$ cat src/rtl/tx_lp_hs_sequencer.sv
// D-PHY TX LP->HS->LP sequencer with programmable per-phase timing for LANES lanes.
// Optional ULPS entry/exit is built when the TX_ULPS_EN macro is defined.
module tx_lp_hs_sequencer #(
    parameter int LANES = 1,
    parameter int CW    = 8
) (
    input  logic             TX_BYTE_clk,
    input  logic             TX_rst,
    input  logic             TX_REQ,
    input  logic             TX_ULPS_REQ,
    input  logic [CW-1:0]    cfg_t_lpx,
    input  logic [CW-1:0]    cfg_t_prep,
    input  logic [CW-1:0]    cfg_t_zero,
    input  logic [CW-1:0]    cfg_t_trail,
    input  logic [CW-1:0]    cfg_t_exit,
    output logic [LANES-1:0] Dp,
    output logic [LANES-1:0] Dn,
    output logic             TX_HS_EN,
    output logic             TX_READY_HS,
    output logic             TX_HS_END_DATA,
`ifdef TX_ULPS_EN
    output logic [3:0]       TX_LP_STATE
`else
    output logic [2:0]       TX_LP_STATE
`endif
);

`ifdef TX_ULPS_EN
    localparam int SW = 4;
`else
    localparam int SW = 3;
`endif

    typedef enum logic [SW-1:0] {
        ST_STOP      = SW'(0),
        ST_HS_RQST   = SW'(1),
        ST_HS_PRPR   = SW'(2),
        ST_HS_ZERO   = SW'(3),
        ST_HS_DATA   = SW'(4),
        ST_HS_TRAIL  = SW'(5),
        ST_HS_EXIT   = SW'(6)
`ifdef TX_ULPS_EN
        ,
        ST_ULPS_RQST = SW'(8),
        ST_ULPS      = SW'(9),
        ST_ULPS_WAKE = SW'(10)
`endif
    } state_t;

    state_t         state_q, state_d;
    logic [CW-1:0]  cnt_q, cnt_d;
    logic [CW-1:0]  prep_q, prep_d, zero_q, zero_d, trail_q, trail_d, exit_q, exit_d;
    logic           dp_q, dp_d, dn_q, dn_d, hs_en_q, hs_en_d, end_q, end_d;
    logic           phase_done;

`ifndef TX_ULPS_EN
    logic unused_ulps_req;
    assign unused_ulps_req = TX_ULPS_REQ;
`endif

    // A programmed length of 0 behaves like 1, so the counter starts at max(N,1)-1.
    function automatic logic [CW-1:0] load_cnt(input logic [CW-1:0] n);
        return (n == '0) ? '0 : n - 1'b1;
    endfunction

    assign phase_done = (cnt_q == '0);

    always_comb begin
        state_d = state_q;
        cnt_d   = phase_done ? '0 : cnt_q - 1'b1;
        prep_d  = prep_q;
        zero_d  = zero_q;
        trail_d = trail_q;
        exit_d  = exit_q;
        case (state_q)
            ST_STOP: begin
                // Shadows track cfg while idle; the value at the leaving edge is kept.
                prep_d  = cfg_t_prep;
                zero_d  = cfg_t_zero;
                trail_d = cfg_t_trail;
                exit_d  = cfg_t_exit;
                cnt_d   = '0;
                if (TX_REQ) begin
                    state_d = ST_HS_RQST;
                    cnt_d   = load_cnt(cfg_t_lpx);
                end
`ifdef TX_ULPS_EN
                else if (TX_ULPS_REQ) begin
                    state_d = ST_ULPS_RQST;
                    cnt_d   = load_cnt(cfg_t_lpx);
                end
`endif
            end
            ST_HS_RQST: if (phase_done) begin
                state_d = ST_HS_PRPR;
                cnt_d   = load_cnt(prep_q);
            end
            ST_HS_PRPR: if (phase_done) begin
                state_d = ST_HS_ZERO;
                cnt_d   = load_cnt(zero_q);
            end
            ST_HS_ZERO: if (phase_done) begin
                if (TX_REQ) begin
                    state_d = ST_HS_DATA;
                end else begin
                    state_d = ST_HS_TRAIL;
                    cnt_d   = load_cnt(trail_q);
                end
            end
            ST_HS_DATA: if (!TX_REQ) begin
                state_d = ST_HS_TRAIL;
                cnt_d   = load_cnt(trail_q);
            end
            ST_HS_TRAIL: if (phase_done) begin
                state_d = ST_HS_EXIT;
                cnt_d   = load_cnt(exit_q);
            end
            ST_HS_EXIT: if (phase_done) begin
                state_d = ST_STOP;
            end
`ifdef TX_ULPS_EN
            ST_ULPS_RQST: if (phase_done) begin
                state_d = ST_ULPS;
            end
            ST_ULPS: if (!TX_ULPS_REQ) begin
                state_d = ST_ULPS_WAKE;
                cnt_d   = load_cnt(exit_q);
            end
            ST_ULPS_WAKE: if (phase_done) begin
                state_d = ST_STOP;
            end
`endif
            default: begin
                state_d = ST_STOP;
                cnt_d   = '0;
            end
        endcase
    end

    // Line levels are decoded from the next state so the registered outputs line up with state_q.
    always_comb begin
        dp_d    = 1'b1;
        dn_d    = 1'b1;
        hs_en_d = 1'b0;
        case (state_d)
            ST_HS_RQST: begin
                dp_d = 1'b0;
            end
            ST_HS_PRPR: begin
                dp_d = 1'b0;
                dn_d = 1'b0;
            end
            ST_HS_ZERO, ST_HS_DATA, ST_HS_TRAIL: begin
                dp_d    = 1'b0;
                dn_d    = 1'b0;
                hs_en_d = 1'b1;
            end
`ifdef TX_ULPS_EN
            ST_ULPS_RQST, ST_ULPS_WAKE: begin
                dn_d = 1'b0;
            end
            ST_ULPS: begin
                dp_d = 1'b0;
                dn_d = 1'b0;
            end
`endif
            default: begin
                dp_d = 1'b1;
                dn_d = 1'b1;
            end
        endcase
        end_d = (state_d == ST_HS_TRAIL) && (cnt_d == '0);
    end

    always_ff @(posedge TX_BYTE_clk) begin
        if (TX_rst) begin
            state_q <= ST_STOP;
            cnt_q   <= '0;
            prep_q  <= '0;
            zero_q  <= '0;
            trail_q <= '0;
            exit_q  <= '0;
            dp_q    <= 1'b1;
            dn_q    <= 1'b1;
            hs_en_q <= 1'b0;
            end_q   <= 1'b0;
        end else begin
            state_q <= state_d;
            cnt_q   <= cnt_d;
            prep_q  <= prep_d;
            zero_q  <= zero_d;
            trail_q <= trail_d;
            exit_q  <= exit_d;
            dp_q    <= dp_d;
            dn_q    <= dn_d;
            hs_en_q <= hs_en_d;
            end_q   <= end_d;
        end
    end

    genvar gi;
    generate
        for (gi = 0; gi < LANES; gi++) begin : g_lane
            assign Dp[gi] = dp_q;
            assign Dn[gi] = dn_q;
        end
    endgenerate

    assign TX_HS_EN       = hs_en_q;
    assign TX_HS_END_DATA = end_q;
    assign TX_READY_HS    = (state_q == ST_HS_DATA) && TX_REQ;
    assign TX_LP_STATE    = state_q;

endmodule

$ cat config.mk
export PLATFORM = sky130hd
export DESIGN_NAME = tx_lp_hs_sequencer
export DESIGN_NICKNAME = d
export VERILOG_FILES = /design/src/rtl/tx_lp_hs_sequencer.sv
export SDC_FILE = /design/constraint.sdc
export NUM_CORES = 1
export LEC_CHECK = 0
export CORE_ASPECT_RATIO = 1.4
export CORE_MARGIN = 1.5
export CORE_UTILIZATION = 49
export CTS_CLUSTER_DIAMETER = 60
export CTS_CLUSTER_SIZE = 10
export DETAILED_ROUTE_END_ITERATION = 10
export PLACE_DENSITY = 0.77
export SLEW_MARGIN = 15
export SYNTH_ARGS = -nofsm -noshare
export SYNTH_HDL_FRONTEND = slang
export SYNTH_SLANG_ARGS = --single-unit
$ cat constraint.sdc
create_clock -name TX_BYTE_clk -period 2.7 [get_ports TX_BYTE_clk]
set_input_delay 0.54 -clock TX_BYTE_clk [delete_from_list [all_inputs] [get_ports TX_BYTE_clk]]
set_output_delay 0.54 -clock TX_BYTE_clk [all_outputs]
set_load 0.01 [all_outputs]
==> reports/metrics.cfg <==
[synth]
ys_seq_area_frac=0.2882
synth.net_count=491
syn_area_sq_mm=0.003264
synth.most_common_cell=nand2_1
avgSynthCellArea_sq_um=7.504
synthTopCellsByArea=dfxtp_1 (29%), nand2_1 (9.3%), a21oi_1 (8.9%)
synthCells=435
synth_top_area_frac=0.2882
synthTopCellsByCount=nand2_1 (81), a21oi_1 (58), dfxtp_1 (47)
ys_async_sr_fraction=0
synthDistinctLibCells=68
synth_edf_count=0
ys.flop_type=dfxtp_1
synth-seq-cells=47
yosysTopAreaCell=dfxtp_1
yosysWarnings=0

[hold_path]
hold_class=reg2reg

[timing]
worstMarginPinSlew_ns=0.6162
period_minus_slack_ns=2.608
setup-tns-final_ns=0
setup-violations-final=0
rsz0062_at_grt=no
finalHoldViolCount=0
min_period_over_period=0.9658
max_freq_mhz=383.5
maxSlewHeadroom=0.5860
fin_ws_ns=0.09227
drv_slew=0
finalClockSkew_ns=0.01094

[pwr]
p_total_mw=4.450
leakagePower_nw=1.803
irDropWorstVdd_mv=0.5057
powerDensity_mw_per_mm2=1034

[drt]
drt-wirelength-per-cell_um=16.31
drt_first_iter_violations=185
firstDrtPassIters=7
ant_nets=0
vias=3527
drt-total-wl_um=9853
drc=0
vias_per_cell=5.839

[clocking]
clock_latency_ns=0.31
clk_pin_slew_worst_paths_ns=0.10
h-tree-depth=2
cts_root_buffer=clkbuf_8
clockBufferDepth=2
cts_tree=built
cts_sinks=47
cts_made_buffers=5

[floorplanning]
core_sq_mm=0.006525
dieArea_sq_mm=0.007167
rows=35
io_pins=52
die_y_um=99.58
start_util=0.5003
dieWidth_um=71.98

[cells_and_area]
post-route-cell-area_sq_mm=0.004305
n_antenna_cell=0
num-fill-cells=582
area_delta_synth_final_pct=31.89
nets=585
final_layout_size_suffix_gt1_frac=0.1717
fin_util=0.6598

[placed_design]
postPlaceCellArea_sq_mm=0.004180
port-buffer-count=50
globalplace.congestion=0.9735
dpl.hpwl_um=7738
dpl_worst_slack_ns=-0.4053

[setup_path]
crit_arrival_ns=2.82
crit_fanout=9
cp.required_ns=2.91
critPathLaunchType=register
crit_type=reg2reg
cp-end-kind=register

[global_route]
grt-ovfl-total=0
grt_use_total=0.2781
antenna_found_initial=0
grt_pass1_wl_um=15840
grt_max_degree=33
grt_pass1_vias=3394

[flow_run]
maxCapViolations=0

[outcome]
outcome=finished clean

## cell type report
class / count / area [sq um] / area share
Tap cell: 74 / 92.59 / 0.02151
Clock inverter: 2 / 12.51 / 0.002906
Inverter: 22 / 82.58 / 0.01918
Multi-Input combinational cell: 344 / 2146 / 0.4984
Clock buffer: 6 / 72.57 / 0.01686
Sequential cell: 47 / 940.9 / 0.2185
Timing Repair Buffer: 109 / 958.4 / 0.2226
## flip-flops by register name, summed over array words and instances (netlist names)
name	cells
TX_LP_STATE	3
zero_q	8
TX_HS_EN	1
prep_q	8
Dp	1
exit_q	8
trail_q	8
TX_HS_END_DATA	1
Dn	1
cnt_q	8
## power by group
group	internal [mW]	switching, mW	total [mW]
clock	0.182	0.250	0.432
combinational	1.35	1.57	2.92
sequential	0.891	0.205	1.10
## cells in the final DEF, fill, tap and decap left out, types with 3 or more instances in the layout
master	count
nand2_1	81
a21oi_1	58
buf_4	58
dfxtp_1	47
clkdlybuf4s50_1	44
nor2_1	25
inv_1	20
o21ai_0	14
xnor2_1	12
ha_1	12
or4_1	10
or3_1	9
nor3_1	9
nor3b_1	9
nor4_1	6
o31ai_1	6
xor2_1	6
o22ai_1	6
nand2b_1	5
nor2b_1	5
a211oi_1	5
clkbuf_8	5
dlymetal6s2s_1	5
a31oi_1	3
nand3_1	3
a21o_1	3
## per-layer routing
metal  global-route usage  share of wire
met5                    0              0
met4              0.08853          0.024
met2               0.5242           0.53
met1               0.3227           0.41
met3              0.02634          0.039
## stage by stage
| stage | hold slack, ns | cells |
|---|---|---|
| 4_1_cts | 0.4893 | 604 |
| 2_1_floorplan | 0.4487 | 435 |
| 6_report | 0.4947 | 604 |
| 3_3_place_gp | 0.4681 | 595 |
| 5_1_grt | 0.5217 | 604 |
| 3_5_place_dp | 0.4752 | 595 |
## final timing paths
path                                start        endpoint  slack, ns  depth (start not counted)
worst min-delay path            zero_q[5]       zero_q[5]       0.49                          2
worst max register to register   cnt_q[2]  TX_HS_END_DATA       0.09                          8
worst max-delay path             cnt_q[2]  TX_HS_END_DATA       0.09                          8
worst min register to register  zero_q[5]       zero_q[5]       0.49                          2
## kinds of logic after synthesis
| group | synth area share |
|---|---|
| AO/OA/AOI/OAI | 0.2618 |
| AND/OR/NAND/NOR | 0.2848 |
| adder cells (fa/ha/maj) | 0.04599 |
| buffers and inverters | 0.06133 |
| XOR/XNOR | 0.04829 |
| flip-flops | 0.2882 |
| multiplexers | 0.009582 |
## worst max-delay path: stages, from the launching register on
cell	delay [ns]
dfxtp_1	0.32
or4_1	0.55
or3_1	0.39
buf_4	0.21
nor2_1	0.27
o21bai_1	0.13
o221a_2	0.32
nor4b_2	0.16
and4_1	0.19
## timing repair
action / CTS / global route
buffers inserted: 1 / 0
hold buffers: 0 / 0
hold endpoints to repair: 0 / 0
resized for setup: 4 / 10
endpoints found under the setup margin: 1 / 1
pin swaps: 5 / 5
No activity file was read; power rests on OpenSTA's default activity.
